`config.mk`:
```
export PLATFORM = sky130hd
export DESIGN_NAME = branch_history_unit
export DESIGN_NICKNAME = d
export VERILOG_FILES = /design/src/rtl/branch_history_unit.sv
export SDC_FILE = /design/constraint.sdc
export NUM_CORES = 1
export LEC_CHECK = 0
export ABC_AREA = 1
export CAP_MARGIN = 20
export CORE_UTILIZATION = 31
export CTS_CLUSTER_DIAMETER = 50
export DETAILED_ROUTE_END_ITERATION = 10
export GPL_TIMING_DRIVEN = 0
export PLACE_DENSITY = 0.82
export SLEW_MARGIN = 40
export SYNTH_ARGS = -nofsm -noshare
export SYNTH_HDL_FRONTEND = slang
export SYNTH_SLANG_ARGS = --single-unit
```
`constraint.sdc`:
```
create_clock -name clk -period 1.97 [get_ports clk]
set_input_delay 0.394 -clock clk [delete_from_list [all_inputs] [get_ports clk]]
set_output_delay 0.394 -clock clk [all_outputs]
set_load 0.005 [all_outputs]
```
`src/rtl/branch_history_unit.sv`:
```
// Global-history PHT index generator: speculative GHR at fetch, committed GHR at execute,
// index carried F->D->E. Define GSHARE_XOR_EN to fold pcF into the index (gshare); default is GAg.
module branch_history_unit #(
  parameter int HIST_W = 3,
  parameter int PC_LSB = 2
) (
  input  logic              clk,
  input  logic              reset,
  input  logic [31:0]       pcF,
  input  logic              branchF,
  input  logic              predTakenF,
  input  logic              stallF,
  input  logic              stallD,
  input  logic              flushD,
  input  logic              flushE,
  input  logic              branchE,
  input  logic              branchTakenE,
  input  logic              branchPredictedE,
  output logic [HIST_W-1:0] phtIdxF,
  output logic [HIST_W-1:0] phtIdxE,
  output logic [HIST_W-1:0] ghr,
  output logic              mispredictE
);

  logic [HIST_W-1:0] ghr_q, ghr_d;
  logic [HIST_W-1:0] ghrc_q, ghrc_d;
  logic [HIST_W-1:0] idxd_q, idxd_d;
  logic [HIST_W-1:0] idxe_q, idxe_d;
  logic              vd_q, vd_d;
  logic              ve_q, ve_d;
  logic              unused_pc;

`ifdef GSHARE_XOR_EN
  assign phtIdxF = ghr_q ^ pcF[PC_LSB+HIST_W-1:PC_LSB];
`else
  assign phtIdxF = ghr_q;
`endif
  assign unused_pc = ^pcF;

  assign ghr         = ghr_q;
  assign phtIdxE     = idxe_q;
  assign mispredictE = branchE & ve_q & (branchTakenE != branchPredictedE);

  always_comb begin
    ghr_d  = ghr_q;
    ghrc_d = ghrc_q;
    idxd_d = idxd_q;
    vd_d   = vd_q;
    idxe_d = idxd_q;
    ve_d   = vd_q;

    // Shifting only on an unstalled fetch gives one shift per branch regardless of stall length.
    if (branchF && !stallF)
      ghr_d = {ghr_q[HIST_W-2:0], predTakenF};
    // Recovery wins: the same-cycle fetched branch is on the wrong path.
    if (mispredictE)
      ghr_d = {ghrc_q[HIST_W-2:0], branchTakenE};

    if (branchE && ve_q)
      ghrc_d = {ghrc_q[HIST_W-2:0], branchTakenE};

    if (flushD) begin
      idxd_d = '0;
      vd_d   = 1'b0;
    end else if (!stallD) begin
      idxd_d = phtIdxF;
      vd_d   = branchF;
    end

    if (flushE) begin
      idxe_d = '0;
      ve_d   = 1'b0;
    end
  end

  always_ff @(posedge clk) begin
    if (reset) begin
      ghr_q  <= '0;
      ghrc_q <= '0;
      idxd_q <= '0;
      idxe_q <= '0;
      vd_q   <= 1'b0;
      ve_q   <= 1'b0;
    end else begin
      ghr_q  <= ghr_d;
      ghrc_q <= ghrc_d;
      idxd_q <= idxd_d;
      idxe_q <= idxe_d;
      vd_q   <= vd_d;
      ve_q   <= ve_d;
    end
  end

endmodule

```
==> results of run 1 <==
stage by stage:
step	std cells	instance area (um^2)
after detailed placement	114	778
after global placement	114	778
after floorplan	71	558
after CTS	119	811
after global routing	119	811
final	119	811
cell type report:
class	count	share of cell area (%)
sequential	13	32.1
inverter	12	5.56
tap	24	3.70
multi-input combinational	42	28.1
buffer	4	3.40
clock buffer	4	3.24
timing repair buffer	20	23.9
worst max path at each step:
stage	from	endpoint	slack (ps)
2_1_floorplan	branchE	mispredictE	850
3_3_place_gp	branchE	mispredictE	-140
3_5_place_dp	branchE	mispredictE	-160
4_1_cts	branchE	mispredictE	160
5_1_grt	branchE	mispredictE	100
6_report	branchE	mispredictE	160
worst max-delay path: stages:
cell and delay (ps):
clkdlybuf4s50_1 470, nand2_2 80, inv_2 90, nand3_4 100, inv_1 60, dlygate4sd2_1 220
cells in the mapped netlist (2+ instances only):
| master | number | area (um^2) |
|---|---|---|
| dfxtp_1 | 13 | 260 |
| inv_1 | 11 | 41.3 |
| nor2_1 | 10 | 37.5 |
| nand2_1 | 9 | 33.8 |
| a21oi_1 | 5 | 25.0 |
| a211oi_1 | 4 | 30.0 |
| nand3_1 | 4 | 20.0 |
| buf_4 | 3 | 22.5 |
| nand4_1 | 2 | 12.5 |
sequential cells by signal, indices dropped and copies added, names as in the netlist:
signal	cells
idxd_q	3
vd_q	1
phtIdxE	3
ghr	3
ghrc_q	2
ve_q	1
power by group through the flow:
stage	logic (W)	clock network, W	registers [W]
after floorplan	0.0000292	0	0.000279
after global placement	0.0000639	0	0.000280
after detailed placement	0.0000655	0	0.000280
after CTS	0.0000647	0.000171	0.000274
after global routing	0.0000703	0.000181	0.000275
final	0.0000643	0.000166	0.000274
routing by layer:
metal	global-route usage (%)	routed length, um	up-vias
met3	5.71	82	6
met1	14.4	456	231
met4	8.48	51	0
met2	22.4	569	21
met5	0	0	-
li1	-	-	274
logic make-up after synthesis:
family,after synthesis,share of synthesized area (%)
AO/OA/AOI/OAI,10,10.8
buffers and inverters,16,13.0
AND/OR/NAND/NOR,32,29.6
flip-flops,13,46.6
timing repair:
item                       in CTS  in global routing
resized for setup               4                  0
buffers inserted                1                  0
setup endpoints to repair       1                  0
==> results.py, run 1 <==
metrics = {
    "drt": {
        "route.vias.total": 532,
        "viasPerCell": 4.47,
        "post_drt_wl_per_cell_um": 9.74,
        "routed_wl_um": 1160,
        "postRouteAntennaNets": 0,
        "drt-initial-drc-count": 4,
        "drt-pass1-iter-count": 4,
        "drc_errors": 0,
    },
    "sta": {
        "hold_ws_ps": 409,
        "fin_crit_ps": 1810,
        "maxSlewViolCount": 0,
        "setup_viol": 0,
        "worst_pin_slew_ps": 256,
        "fin_ws_ps": 158,
        "rsz0062_at_grt": "no",
        "max_slew_margin_pct": 82.8,
        "max_freq_ghz": 0.552,
        "fin_crit_sh_pct": 92.0,
        "finalHoldViolations": 0,
        "finClkSkew_ps": 6.84,
        "finalSetupTns_ps": 0,
    },
    "setup_path": {
        "r2r-end": "ghr[0]$_SDFFE_PP0P_",
        "arrival_ps": 1420,
        "endpoint_kind": "primary output",
        "reg2reg_depth": 7,
        "regToRegSetupSlack_ps": 990,
        "cp_max_fo": 7,
        "cp-start-kind": "input pin",
        "rr_startpoint": "ve_q$_SDFF_PP0_",
        "path_class": "input pin to primary output",
        "cp.required_ps": 1580,
    },
    "cts": {
        "ctsRootBufferMaster": "clkbuf_4",
        "h-tree-depth": 1,
        "clock-sinks": 13,
        "cts_tree": "built",
        "hold_buffers": 0,
        "cts_buffers": 3,
        "path_clk_slew_ps": 70,
        "clk_latency_ps": 280,
        "clockBufferDepth": 2,
    },
    "placed_design": {
        "port_buffers": 19,
        "dpl_worst_slack_ps": -164,
        "place_hpwl_um": 887,
        "gp_congestion": 0.802,
    },
    "floorplan": {
        "die_w_um": 44.4,
        "die_h_um": 44.4,
        "start_util_pct": 35.0,
        "pin_count": 53,
        "die_area_um2": 1970,
        "rows": 14,
        "core_um2": 1590,
    },
    "finish": {
        "fillerInstances": 169,
        "multi_input_area_um2": 228,
        "register_area_um2": 260,
        "utilization_pct": 50.9,
        "layout-drive-gt1-share_pct": 14.7,
        "finalNetCount": 139,
        "syn_to_final_growth_pct": 45.3,
        "layout_commonest_cell": "clkdlybuf4s50_1",
        "num_antenna_cells": 0,
        "final_cell_mix": "clkdlybuf4s50_1 (16), dfxtp_1 (13), inv_1 (11)",
    },
    "synthesis": {
        "async_reset_ff_share_pct": 0,
        "synth_ff_type": "dfxtp_1",
        "yosysUniqueCellTypes": 19,
        "yosysSeqAreaShare_pct": 46.6,
        "syn_area_um2": 558,
        "synth_seq_cells": 13,
        "synth_nets": 114,
        "synth_cells": 71,
        "syn_avg_cell_area_um2": 7.86,
        "synth-edff-count": 0,
        "yosys_warnings": 0,
    },
    "power": {
        "vdd_drop_max_uv": 305,
        "p_per_area_nw_per_um2": 622,
        "combPwrFrac_pct": 12.8,
        "p_int_w": 0.000385,
        "seqPwrFrac_pct": 54.4,
        "pwr-share-clk_pct": 32.9,
        "leakage_nw": 0.343,
        "power_w": 0.000504,
        "switching_share_pct": 23.7,
        "netSwitchingPower_w": 0.000119,
    },
    "global_routing": {
        "grt_first_pass_wirelength_um": 1900,
        "grt_max_degree": 9,
        "grt_pass1_vias": 479,
        "grtUsageTotal_pct": 13.6,
        "gr-total-overflow": 0,
        "grt_antenna_before_repair": 0,
    },
    "min_path": {
        "hp-start": "stallD",
        "hp-class": "input pin to flip-flop",
        "min_path_cells": 2,
        "hold_path_end": "idxd_q[1]$_SDFFE_PP0N_",
    },
    "run": {
        "cap_violations": 0,
    },
    "run_status": {
        "status": "finished clean",
    },
}
(Power assumes the default switching activity.)
==> run 2: changes to the inputs <==
Settings changed: ABC_AREA 1 to not set, CORE_UTILIZATION 31 to 30.
==> results.py, run 2 <==
metrics = {
    "cts": {
        "clk_latency_ps": 270,
        "clockBufferDepth": 2,
        "cts_buffers": 3,
        "cts_tree": "built",
        "ctsRootBufferMaster": "clkbuf_4",
        "h-tree-depth": 1,
        "clock-sinks": 13,
        "path_clk_slew_ps": 80,
        "hold_buffers": 0,
    },
    "setup_path": {
        "max_stage_delay_ps": 480,
        "crit_start": "branchE",
        "rr_startpoint": "ve_q$_SDFF_PP0_",
        "slowest_stage": "clkdlybuf4s50_1",
        "cp.depth": 5,
        "arrival_ps": 1370,
        "cp.required_ps": 1580,
        "reg2reg_depth": 4,
        "path_cells": "clkdlybuf4s50_1 -> and2_4 -> nand2_1 -> inv_1 -> dlygate4sd2_1",
        "cp_max_fo": 3,
        "r2r-end": "ghr[0]$_SDFFE_PP0P_",
        "critical_path.top_delay_family": "buffers and inverters",
        "endpoint_kind": "primary output",
        "endpoint": "mispredictE",
        "cp-start-kind": "input pin",
        "regToRegSetupSlack_ps": 900,
        "path_class": "input pin to primary output",
        "path_buf_inv": 3,
    },
    "synthesis": {
        "synthTopCellsByCount": "dfxtp_1 (13), mux2i_1 (6), nand2_1 (6), nor3_1 (6), and2_1 (4)",
        "yosys_warnings": 0,
        "yosys.cell_count.top_type": "dfxtp_1",
        "synth_seq_cells": 13,
        "yosys.area.top_type": "dfxtp_1",
        "synth_nets": 98,
        "yosysSeqAreaShare_pct": 49.4,
        "syn_area_um2": 527,
        "syn_avg_cell_area_um2": 9.58,
        "async_reset_ff_share_pct": 0,
        "synth_top_area_share_pct": 49.4,
        "yosysUniqueCellTypes": 19,
        "synth_cells": 55,
        "synth_ff_type": "dfxtp_1",
        "synth_top_cells_by_area": "dfxtp_1 (49%), mux2i_1 (11%), nor3_1 (5.7%)",
        "synth-edff-count": 0,
    },
    "finish": {
        "utilization_pct": 48.6,
        "layout-drive-gt1-share_pct": 12.7,
        "layout_commonest_cell": "clkdlybuf4s50_1",
        "stdcell_count": 95,
        "num_antenna_cells": 0,
        "finalNetCount": 123,
        "syn_to_final_growth_pct": 45.4,
        "final_cell_mix": "clkdlybuf4s50_1 (15), dfxtp_1 (13), nand2_1 (6), mux2i_1 (6), nor3_1 (6)",
        "design_area_um2": 766,
    },
    "power": {
        "vdd_drop_max_uv": 351,
        "p_per_area_nw_per_um2": 637,
        "leakage_nw": 0.318,
    },
    "run": {
        "cap_violations": 0,
    },
    "sta": {
        "fin_crit_ps": 1770,
        "finalSetupTns_ps": 0,
        "worst_pin_slew_ps": 297,
        "setup_viol": 0,
        "max_slew_margin_pct": 80.2,
        "finalHoldViolations": 0,
        "hold_ws_ps": 416,
        "rsz0062_at_grt": "no",
        "fin_crit_sh_pct": 89.7,
        "maxSlewViolCount": 0,
        "finClkSkew_ps": 4.04,
        "max_freq_ghz": 0.566,
    },
    "global_routing": {
        "grt_max_degree": 11,
        "grt_first_pass_wirelength_um": 1840,
        "gr-total-overflow": 0,
        "grtUsageTotal_pct": 13.0,
        "grt_antenna_before_repair": 0,
        "grt_pass1_vias": 442,
    },
    "drt": {
        "top_layer": "met3",
        "wl_met2_um": 532,
        "post_drt_wl_per_cell_um": 11.2,
        "viasPerCell": 4.68,
        "route.vias.total": 445,
        "postRouteAntennaNets": 0,
        "drc_errors": 2,
        "routed_wl_um": 1070,
        "drt-pass1-iter-count": 8,
        "m1WireLength_um": 476,
        "drt-initial-drc-count": 13,
        "dr_wl_met3_um": 59,
    },
    "run_status": {
        "status": "finished, violations left",
        "violations": "DRC",
    },
    "min_path": {
        "hp-class": "input pin to flip-flop",
    },
    "floorplan": {
        "start_util_pct": 33.4,
        "pin_count": 53,
        "die_area_um2": 1930,
        "rows": 14,
        "die_h_um": 43.9,
        "core_um2": 1580,
        "die_w_um": 43.9,
    },
    "placed_design": {
        "post-place-cells": 89,
        "place_hpwl_um": 780,
        "gp_congestion": 0.790,
        "dpl-instance-area_um2": 727,
        "port_buffers": 18,
    },
}
-- run 2: how the worst min path moves through the flow --
stage,from,end,depth (start not counted)
finish,reset,ghrc_q[1]$_SDFFE_PP0P_,2
global route,reset,idxd_q[2]$_SDFFE_PP0N_,2
detailed placement,idxd_q[0]$_SDFFE_PP0N_,phtIdxE[0]$_SDFF_PP0_,1
floorplan,idxd_q[0]$_SDFFE_PP0N_,phtIdxE[0]$_SDFF_PP0_,1
CTS,reset,ghrc_q[1]$_SDFFE_PP0P_,2
global placement,idxd_q[0]$_SDFFE_PP0N_,phtIdxE[0]$_SDFF_PP0_,1
-- run 2: kinds of logic after synthesis --
family,share of synthesized area (%)
flip-flops,49.4
AO/OA/AOI/OAI,9.03
XOR/XNOR,3.33
AND/OR/NAND/NOR,19.5
buffers and inverters,7.36
multiplexers,11.4
-- run 2: layout make-up --
| class | instances | area [um^2] |
|---|---|---|
| Multi-Input combinational cell | 35 | 229 |
| Fill cell | 151 | 811 |
| Clock buffer | 4 | 26.3 |
| Tap cell | 16 | 20.0 |
| Buffer | 5 | 31.3 |
| Timing Repair Buffer | 20 | 191 |
| Sequential cell | 13 | 260 |
| Inverter | 2 | 7.51 |
-- run 2: power by group --
group	switching (W)	internal (W)	leakage [nW]
combinational	0.0000224	0.0000366	0.198
clock	0.0000799	0.0000783	0.0150
sequential	0.00000406	0.000267	0.105
-- run 2: through the flow --
step	power (W)	setup WS, ps
after global placement	0.000333	-238
after CTS	0.000495	195
after global routing	0.000516	140
after detailed placement	0.000333	-232
after floorplan	0.000301	848
final	0.000488	202
-- run 2: repair_timing --
| action | CTS | global route |
|---|---|---|
| setup endpoints to repair | 1 | 0 |
| buffers inserted | 2 | 0 |
| resized for setup | 4 | 0 |
-- run 2: worst reg2reg max path, cell delays in order (launching register included) --
cell      delay, ps
dfxtp_1         320
and2_4          160
buf_4           140
a221oi_1        250
a211oi_1         80
-- run 2: per-layer routing --
metal  global-route usage [%]  vias up
met1                     15.2      198
met3                     4.17        0
met4                     5.45        0
li1                         -      232
met5                        0        -
met2                     21.8       15
==> run 3: changes to the inputs <==
Settings changed: SETUP_SLACK_MARGIN set to 0.05.
==> results of run 3 <==
Same layout as run 2: the final DEF is identical, and so are final timing and power.
==> patch: new RTL, flow settings as in run 3 <==
Put a register stage on the output `mispredictE`, with the module's reset. The value now appears one clock later. The other outputs are not delayed to match.
--- a/src/rtl/branch_history_unit.sv
+++ b/src/rtl/branch_history_unit.sv
@@ -22,6 +22,8 @@
   output logic              mispredictE
 );
 
+  logic mispredictE_d;
+
   logic [HIST_W-1:0] ghr_q, ghr_d;
   logic [HIST_W-1:0] ghrc_q, ghrc_d;
   logic [HIST_W-1:0] idxd_q, idxd_d;
@@ -39,7 +41,7 @@
 
   assign ghr         = ghr_q;
   assign phtIdxE     = idxe_q;
-  assign mispredictE = branchE & ve_q & (branchTakenE != branchPredictedE);
+  assign mispredictE_d = branchE & ve_q & (branchTakenE != branchPredictedE);
 
   always_comb begin
     ghr_d  = ghr_q;
@@ -53,7 +55,7 @@
     if (branchF && !stallF)
       ghr_d = {ghr_q[HIST_W-2:0], predTakenF};
     // Recovery wins: the same-cycle fetched branch is on the wrong path.
-    if (mispredictE)
+    if (mispredictE_d)
       ghr_d = {ghrc_q[HIST_W-2:0], branchTakenE};
 
     if (branchE && ve_q)
@@ -91,5 +93,13 @@
     end
   end
 
+  always_ff @(posedge clk) begin
+    if (reset) begin
+      mispredictE <= '0;
+    end else begin
+      mispredictE <= mispredictE_d;
+    end
+  end
+
 endmodule
 
Check against the original RTL: not equivalent (a bounded check fails within 4 cycles, from zero or initial values and one cycle with reset high).
==> patch against run 3 <==
Wire length increased by 5.1%. Synthesized cell count decreased by 3.6%. Synthesized area increased by 2.4%. Power increased by 13%. Critical path depth decreased by 3. Sequential cell count increased by 1. Critical endpoint is now phtIdxF[0]. Final area increased by 3.9%. Worst setup slack improved by 0.027 ns.
==> patch: results (changes against run 3) <==
grt_use_total: 0.1233  # -0.006715
dp_hpwl_um: 857.2  # +9.9%
synth_common_cells: "14 x dfxtp_1, 6 x mux2i_1, 6 x nor3_1"
critPathArrivalTime_ns: 1.35  # -0.02 ns
fillCellCount: 148  # -2.0%
yosysUniqueCellTypes: 18  # -1
status: "finished, final reports clean"
vdd_ir_drop_max_v: 0.0003217  # -8.3%
synth_cells: 53  # -3.6%
synth_mux_area_frac: 0.1114  # -0.002645
nNetsFinal: 120  # -2.4%
first_global_vias: 423  # -4.3%
first_pass_iters: 7  # -1
netlist.area_leader.share: 0.5197  # +0.02566
portBuffers: 19  # +1
relSlewSlack: 0.6967  # -0.1055
place.gp.congestion: 0.6957  # -12%
cts_resized: 0  # -4
ys_seq_area_frac: 0.5197  # +0.02566
skew_ns: 0.005011  # +0.0009744 ns
die_area_mm2: 0.001971  # +2.3%
p_leak_uw: 0.0002979  # -6.4%
synthTopCellsByArea: "dfxtp_1 52%, mux2i_1 11%, nor3_1 5.6%"
cts_setup_buffers: 0  # -2
crit_fanout: 5  # +2
hold_path_class: "reg2reg"
drive_gt1_frac: 0.1184  # -0.008161
synth_compound_area_frac: 0.08585  # -0.004414
-- patch: final timing paths --
check,start,endpoint,slack (ns),depth (start not counted)
min reg2reg,idxd_q[0]$_SDFFE_PP0N_,phtIdxE[0]$_SDFF_PP0_,0.46,1
max reg2reg,ve_q$_SDFF_PP0_,ghr[0]$_SDFFE_PP0P_,0.82,3
min,idxd_q[0]$_SDFFE_PP0N_,phtIdxE[0]$_SDFF_PP0_,0.46,1
max,ghr[0]$_SDFFE_PP0P_,phtIdxF[0],0.23,2
-- patch: metal layers --
metal / share of wire / GRT usage
met5: 0 / 0
met4: 0.020 / 0.09091
met3: 0.085 / 0.01224
met2: 0.51 / 0.2353
met1: 0.38 / 0.1203
-- patch: final cells by class --
class | instances | area share
clock buffers | 4 | 0.04560
plain buffers | 5 | 0.03774
multi-input cells | 34 | 0.2877
well taps | 24 | 0.03774
flip-flops and latches | 14 | 0.3522
repair buffers | 19 | 0.2390
-- patch: metrics by stage --
step,util,instances,setup WS (ns),instance area [µm²],power [µW]
after CTS,0.4992,100,0.2256,795.8,554.1
after global placement,0.4765,96,0.3194,759.5,354.2
after detailed placement,0.4765,96,0.2736,759.5,356.7
after floorplan,-,53,0.8806,539.3,320.7
after global routing,0.4992,100,0.1851,795.8,569.4
final,0.4992,100,0.2290,795.8,551.1
-- patch: logic make-up after synthesis --
logic type | Yosys count
buffers and inverters | 5
AOI/OAI and AO/OA | 6
and+or+nand+nor | 21
DFF | 14
muxes | 6
xor gates and xnor gates | 1
-- patch: worst reg2reg max path: cells and delay by family, from the launching register on --
family,cells,cell delay (ns)
compound gates,1,0.22
flops,1,0.38
simple gates,2,0.46
-- patch: power by group --
part | total (µW) | internal (µW) | switching, µW
sequential | 291 | 287 | 4.61
combinational | 58.5 | 36.3 | 22.2
clock | 201 | 112 | 88.9
total | 551 | 435 | 116
